[config.mk]
export PLATFORM = sky130hd
export DESIGN_NAME = value_change_fifo
export DESIGN_NICKNAME = d
export VERILOG_FILES = /design/src/rtl/value_change_pkg.sv /design/src/rtl/sync_fifo.sv /design/src/rtl/value_change_fifo.sv
export SDC_FILE = /design/constraint.sdc
export NUM_CORES = 1
export LEC_CHECK = 0
export ABC_AREA = 1
export CORE_MARGIN = 5
export CORE_UTILIZATION = 25
export DETAILED_ROUTE_END_ITERATION = 16
export DONT_BUFFER_PORTS = 1
export PLACE_DENSITY = 0.46
export SYNTH_ARGS = -nofsm -noshare
export SYNTH_HDL_FRONTEND = slang
export SYNTH_SLANG_ARGS = --single-unit
[constraint.sdc]
create_clock -name CLK -period 2.55 [get_ports CLK]
set_input_delay 0.51 -clock CLK [delete_from_list [all_inputs] [get_ports CLK]]
set_output_delay 0.51 -clock CLK [all_outputs]
set_load 0.03 [all_outputs]
[src/rtl/value_change_pkg.sv]
// Shared defaults and sizing helper for the value-change capture block.
package value_change_pkg;

    localparam int WIDTH_DEF     = 8;
    localparam int DEPTH_DEF     = 4;
    localparam int CNT_WIDTH_DEF = 8;

    // Pointer width for a power-of-two FIFO depth; a depth of 1 still gets one bit.
    function automatic int ptr_w(input int depth);
        return (depth <= 1) ? 1 : $clog2(depth);
    endfunction

endpackage

[src/rtl/sync_fifo.sv]
// Single-clock first-word-fall-through FIFO with occupancy count and full/empty flags.
module sync_fifo
    import value_change_pkg::*;
#(
    parameter int WIDTH = WIDTH_DEF,
    parameter int DEPTH = DEPTH_DEF
) (
    input  logic             CLK,
    input  logic             RESET,
    input  logic             push,
    input  logic             pop,
    input  logic [WIDTH-1:0] wr_data,
    output logic [WIDTH-1:0] rd_data,
    output logic             full,
    output logic             empty
);

    localparam int PW = ptr_w(DEPTH);

    logic [WIDTH-1:0] mem [DEPTH];
    logic [PW-1:0]    wr_ptr;
    logic [PW-1:0]    rd_ptr;
    logic [PW:0]      count;
    logic             push_ok;
    logic             pop_ok;

    assign full    = (count == (PW+1)'(DEPTH));
    assign empty   = (count == '0);
    assign pop_ok  = pop & ~empty;
    // A push into a full FIFO is only accepted when the head leaves on the same edge.
    assign push_ok = push & (~full | pop_ok);
    assign rd_data = mem[rd_ptr];

    always_ff @(posedge CLK or negedge RESET) begin
        if (!RESET) begin
            for (int i = 0; i < DEPTH; i++) begin
                mem[i] <= '0;
            end
            wr_ptr <= '0;
            rd_ptr <= '0;
            count  <= '0;
        end else begin
            if (push_ok) begin
                mem[wr_ptr] <= wr_data;
                wr_ptr      <= wr_ptr + PW'(1);
            end
            if (pop_ok) begin
                rd_ptr <= rd_ptr + PW'(1);
            end
            case ({push_ok, pop_ok})
                2'b10:   count <= count + (PW+1)'(1);
                2'b01:   count <= count - (PW+1)'(1);
                default: count <= count;
            endcase
        end
    end

endmodule

[src/rtl/value_change_fifo.sv]
// Watches a registered value bus, queues each new value and counts changes lost to a full queue.
module value_change_fifo
    import value_change_pkg::*;
#(
    parameter int WIDTH     = WIDTH_DEF,
    parameter int DEPTH     = DEPTH_DEF,
    parameter int CNT_WIDTH = CNT_WIDTH_DEF
) (
    input  logic                 CLK,
    input  logic                 RESET,
    input  logic                 EN,
    input  logic                 CLEAR,
    input  logic [WIDTH-1:0]     XIN,
    output logic [WIDTH-1:0]     OUT_DATA,
    output logic                 OUT_VALID,
    input  logic                 OUT_READY,
    output logic [CNT_WIDTH-1:0] DROP_COUNT,
    output logic                 OVERFLOW
);

    localparam logic [CNT_WIDTH-1:0] CNT_MAX = {CNT_WIDTH{1'b1}};

    logic [WIDTH-1:0] last_val;
    logic             primed;
    logic             change;
    logic             drop;
    logic             full;
    logic             empty;

    assign change    = EN & primed & (XIN != last_val);
    // Full means non-empty, so a ready consumer always frees a slot for this push.
    assign drop      = change & full & ~OUT_READY;
    assign OUT_VALID = ~empty;

    sync_fifo #(
        .WIDTH (WIDTH),
        .DEPTH (DEPTH)
    ) u_fifo (
        .CLK     (CLK),
        .RESET   (RESET),
        .push    (change),
        .pop     (OUT_READY),
        .wr_data (XIN),
        .rd_data (OUT_DATA),
        .full    (full),
        .empty   (empty)
    );

    always_ff @(posedge CLK or negedge RESET) begin
        if (!RESET) begin
            last_val   <= '0;
            primed     <= 1'b0;
            DROP_COUNT <= '0;
            OVERFLOW   <= 1'b0;
        end else begin
            primed <= EN;
            // Tracking XIN whenever enabled covers both priming and change updates.
            if (EN) begin
                last_val <= XIN;
            end
            if (CLEAR) begin
                DROP_COUNT <= '0;
                OVERFLOW   <= 1'b0;
            end else if (drop) begin
                if (DROP_COUNT != CNT_MAX) begin
                    DROP_COUNT <= DROP_COUNT + CNT_WIDTH'(1);
                end
                OVERFLOW <= 1'b1;
            end
        end
    end

endmodule

==> run summary <==
CTS Root Cell -> clkbuf_16
vias in the first global route -> 2134
P_leak -> 1.548 nW
total power -> 4.129 mW
xor/xnor cell area share of the yosys netlist -> 0.03345
drt via density -> 4.429
Critical R2R Launch -> u_fifo.count[1]
largest family of logic cells by synthesized area -> simple AND/OR/NAND/NOR gates
cell area after layout -> 0.003390 sq mm
n_diodes -> 0
port buffer count -> 0
DRT Pass-1 Iters -> 4
clock-pin slew on the worst setup and hold paths -> 0.06 ns
Hold-fix buffers, CTS -> 1
wire per inst -> 13.80 um
reg-to-reg setup timing slack -> 0.36 ns
Adder-Cell Fraction of Synth Area -> 0.03301
TritonCTS buffer count -> 9
share of cells above drive strength 1 -> 0.1404
kind of critical path -> reg -> out
Fillers -> 1207
post-DP HPWL -> 4522 um
Cells after Synth -> 326
total number of vias -> 2148
post-synthesis mux area share -> 0
post-CTS setup buffers -> 0
Slew @ Worst Pin -> 0.5310 ns
final weighted congestion in routability-driven placement -> 0.7527
slew margin rel. -> 0.6456
DIE HEIGHT -> 117.3 um
P per Cell Area -> 1218 mW/mm^2
post-route DRC violation count -> 0
H-tree depth -> 3
Core Region -> 0.01137 sq mm
NumNets Final -> 357
Syn. warnings -> 0
FMAX -> 448.6 MHz
global-route wire length before repair -> 11260 um
post-synthesis compound-gate area fraction -> 0.1268
sequential cell area fraction in the yosys report -> 0.4952
pin count of the biggest net entering global routing -> 58
register bit total from synthesis -> 57
crit end category -> primary output
Initial DRC Count -> 103
GRT overflow -> 0
critical path startpoint -> u_fifo.rd_ptr[1]
I/O Pins -> 31
status -> completed
# rows -> 39
Post-Syn Area per Cell -> 8.835 sq um
placed cell areas -> 0.003064 sq mm
Syn Std Cell Area -> 0.002880 sq mm
Clock Skews -> 0.008963 ns
worst vdd ir -> 0.0003865 V
Simple-Gate Fraction of Synth Area -> 0.2463
maxcap violations -> 0
final setup fails -> 0
Max Transition Viols Final -> 0
Synth Net Count -> 346
fin crit period -> 2.229 ns
Die X -> 117.3 um
CP arrival -> 1.72 ns
Worst-Skew Late Latency -> 0.33 ns
final hold viol count -> 0
final WL -> 6691 um
crit path to -> OUT_DATA[1]
critical path peak fanout -> 10
ANT nets after route -> 0
period utilisation layout -> 0.8743
Global Route Usage Sum -> 0.1024
Setup TNS Final -> 0 ns
hold crit path type -> in -> async
CTS tree -> done
Startpoint Class -> register
initial core utilization -> 0.2533
post-synth cell types -> 29
initial antenna violation count -> 0
RSZ-0062 raised after global routing -> false
FF-to-FF path depth -> 11
required time of the critical path -> 2.04 ns
clk sink count -> 57
Resized cells post-CTS -> 0
P&R area growth vs syn -> 17.68%
DIE AREA -> 0.01377 sq mm
clk buf depth -> 2
r2r endpoint -> u_fifo.count[2]
[final cells by class]
class | count | area, sq um | area share
Clock buffer | 11 | 242.7 | 0.07161
Clock inverter | 5 | 55.05 | 0.01624
Inverter | 29 | 110.1 | 0.03248
Multi-Input combinational cell | 228 | 1266 | 0.3736
Sequential cell | 57 | 1426 | 0.4208
Tap cell | 143 | 178.9 | 0.05279
Timing Repair Buffer | 12 | 110.1 | 0.03248
[metal layers]
layer / GRT usage / vias up / wire length (um)
li1: - / 1094 / -
met1: 0.1355 / 1012 / 3259
met2: 0.1482 / 30 / 2961
met3: 0.02839 / 12 / 298
met4: 0.06091 / 0 / 171
met5: 0 / - / 0
[metrics by stage]
step	hold WS (ns)	util	worst slack [ns]	std cells
after floorplan	0.2144	-	0.3728	326
after global placement	0.2165	0.2695	0.2623	468
after detailed placement	0.2163	0.2695	0.2078	468
after CTS	0.05246	0.2981	0.2807	485
after global routing	0.06201	0.2981	0.1789	485
final	0.04212	0.2981	0.3206	485
[critical path, stage by stage (launching register included)]
cell	delay, ns
dfrtp_1	0.51
inv_1	0.28
o21ai_0	0.15
o22ai_1	0.24
buf_4	0.22
[synth_stat cells]
cell type   n  area (sq um)
a21oi_1     9         45.04
and2_1      1         6.260
buf_2       2         10.01
buf_6       4         45.04
clkbuf_1    6         22.52
clkinv_2    1         5.000
dfrtp_1    57          1426
fa_1        1         20.02
ha_1        6         75.07
inv_1      24         90.09
inv_2       4         15.01
nand2_1    67         251.5
nand2_2     2         12.51
nand2_4     2         22.52
nand3_1    21         105.1
nand3_2     2         20.02
nand3_4     1         17.52
nand4_4     5         106.4
nor2_1     31         116.4
nor2_2      2         12.51
nor2_4      1         11.26
nor3_1      2         10.01
nor3_2      1         10.01
nor3b_1     1         7.510
o21ai_0    27         135.1
o21ai_1    27         135.1
o22ai_1     8         50.05
xnor2_1     7         61.31
xor2_1      4         35.03
[sequential cells by signal, indices dropped and copies added (netlist names)]
| name | cells |
|---|---|
| primed | 1 |
| u_fifo.mem | 32 |
| last_val | 8 |
| DROP_COUNT | 8 |
| u_fifo.count | 3 |
| u_fifo.wr_ptr | 2 |
| u_fifo.rd_ptr | 2 |
| OVERFLOW | 1 |
[where the power goes]
part	total (mW)	internal [mW]	leakage, nW	switching [mW]
sequential	1.45	1.22	0.712	0.229
combinational	1.49	0.548	0.694	0.946
clock	1.19	0.778	0.142	0.409
[cells by family (layout without fill, tap and decap cells)]
family          after synthesis  after routing
xor+xnor                     11             11
fa+ha+maj                     7              7
compound gates               71             71
buf+inv                      41             57
simple gates                139            139
flops                        57             57
[cells in the final DEF (no fill, tap or decap), drive strengths merged, types with 6 or more instances in the layout]
| master | count |
|---|---|
| nand2 | 71 |
| dfrtp | 57 |
| o21ai | 54 |
| nor2 | 34 |
| inv | 28 |
| nand3 | 24 |
| buf | 12 |
| clkbuf | 11 |
| a21oi | 9 |
| o22ai | 8 |
| xnor2 | 7 |
| ha | 6 |
[worst min-delay path by stage]
stage / depth (start not counted) / end / start
after floorplan: 0 / DROP_COUNT[0] / RESET
after global placement: 0 / u_fifo.mem[4] / RESET
after global routing: 1 / u_fifo.mem[4] / RESET
after detailed placement: 0 / u_fifo.mem[4] / RESET
after CTS: 1 / u_fifo.mem[4] / RESET
final: 1 / u_fifo.mem[4] / RESET
No activity file was read; power rests on OpenSTA's default activity.
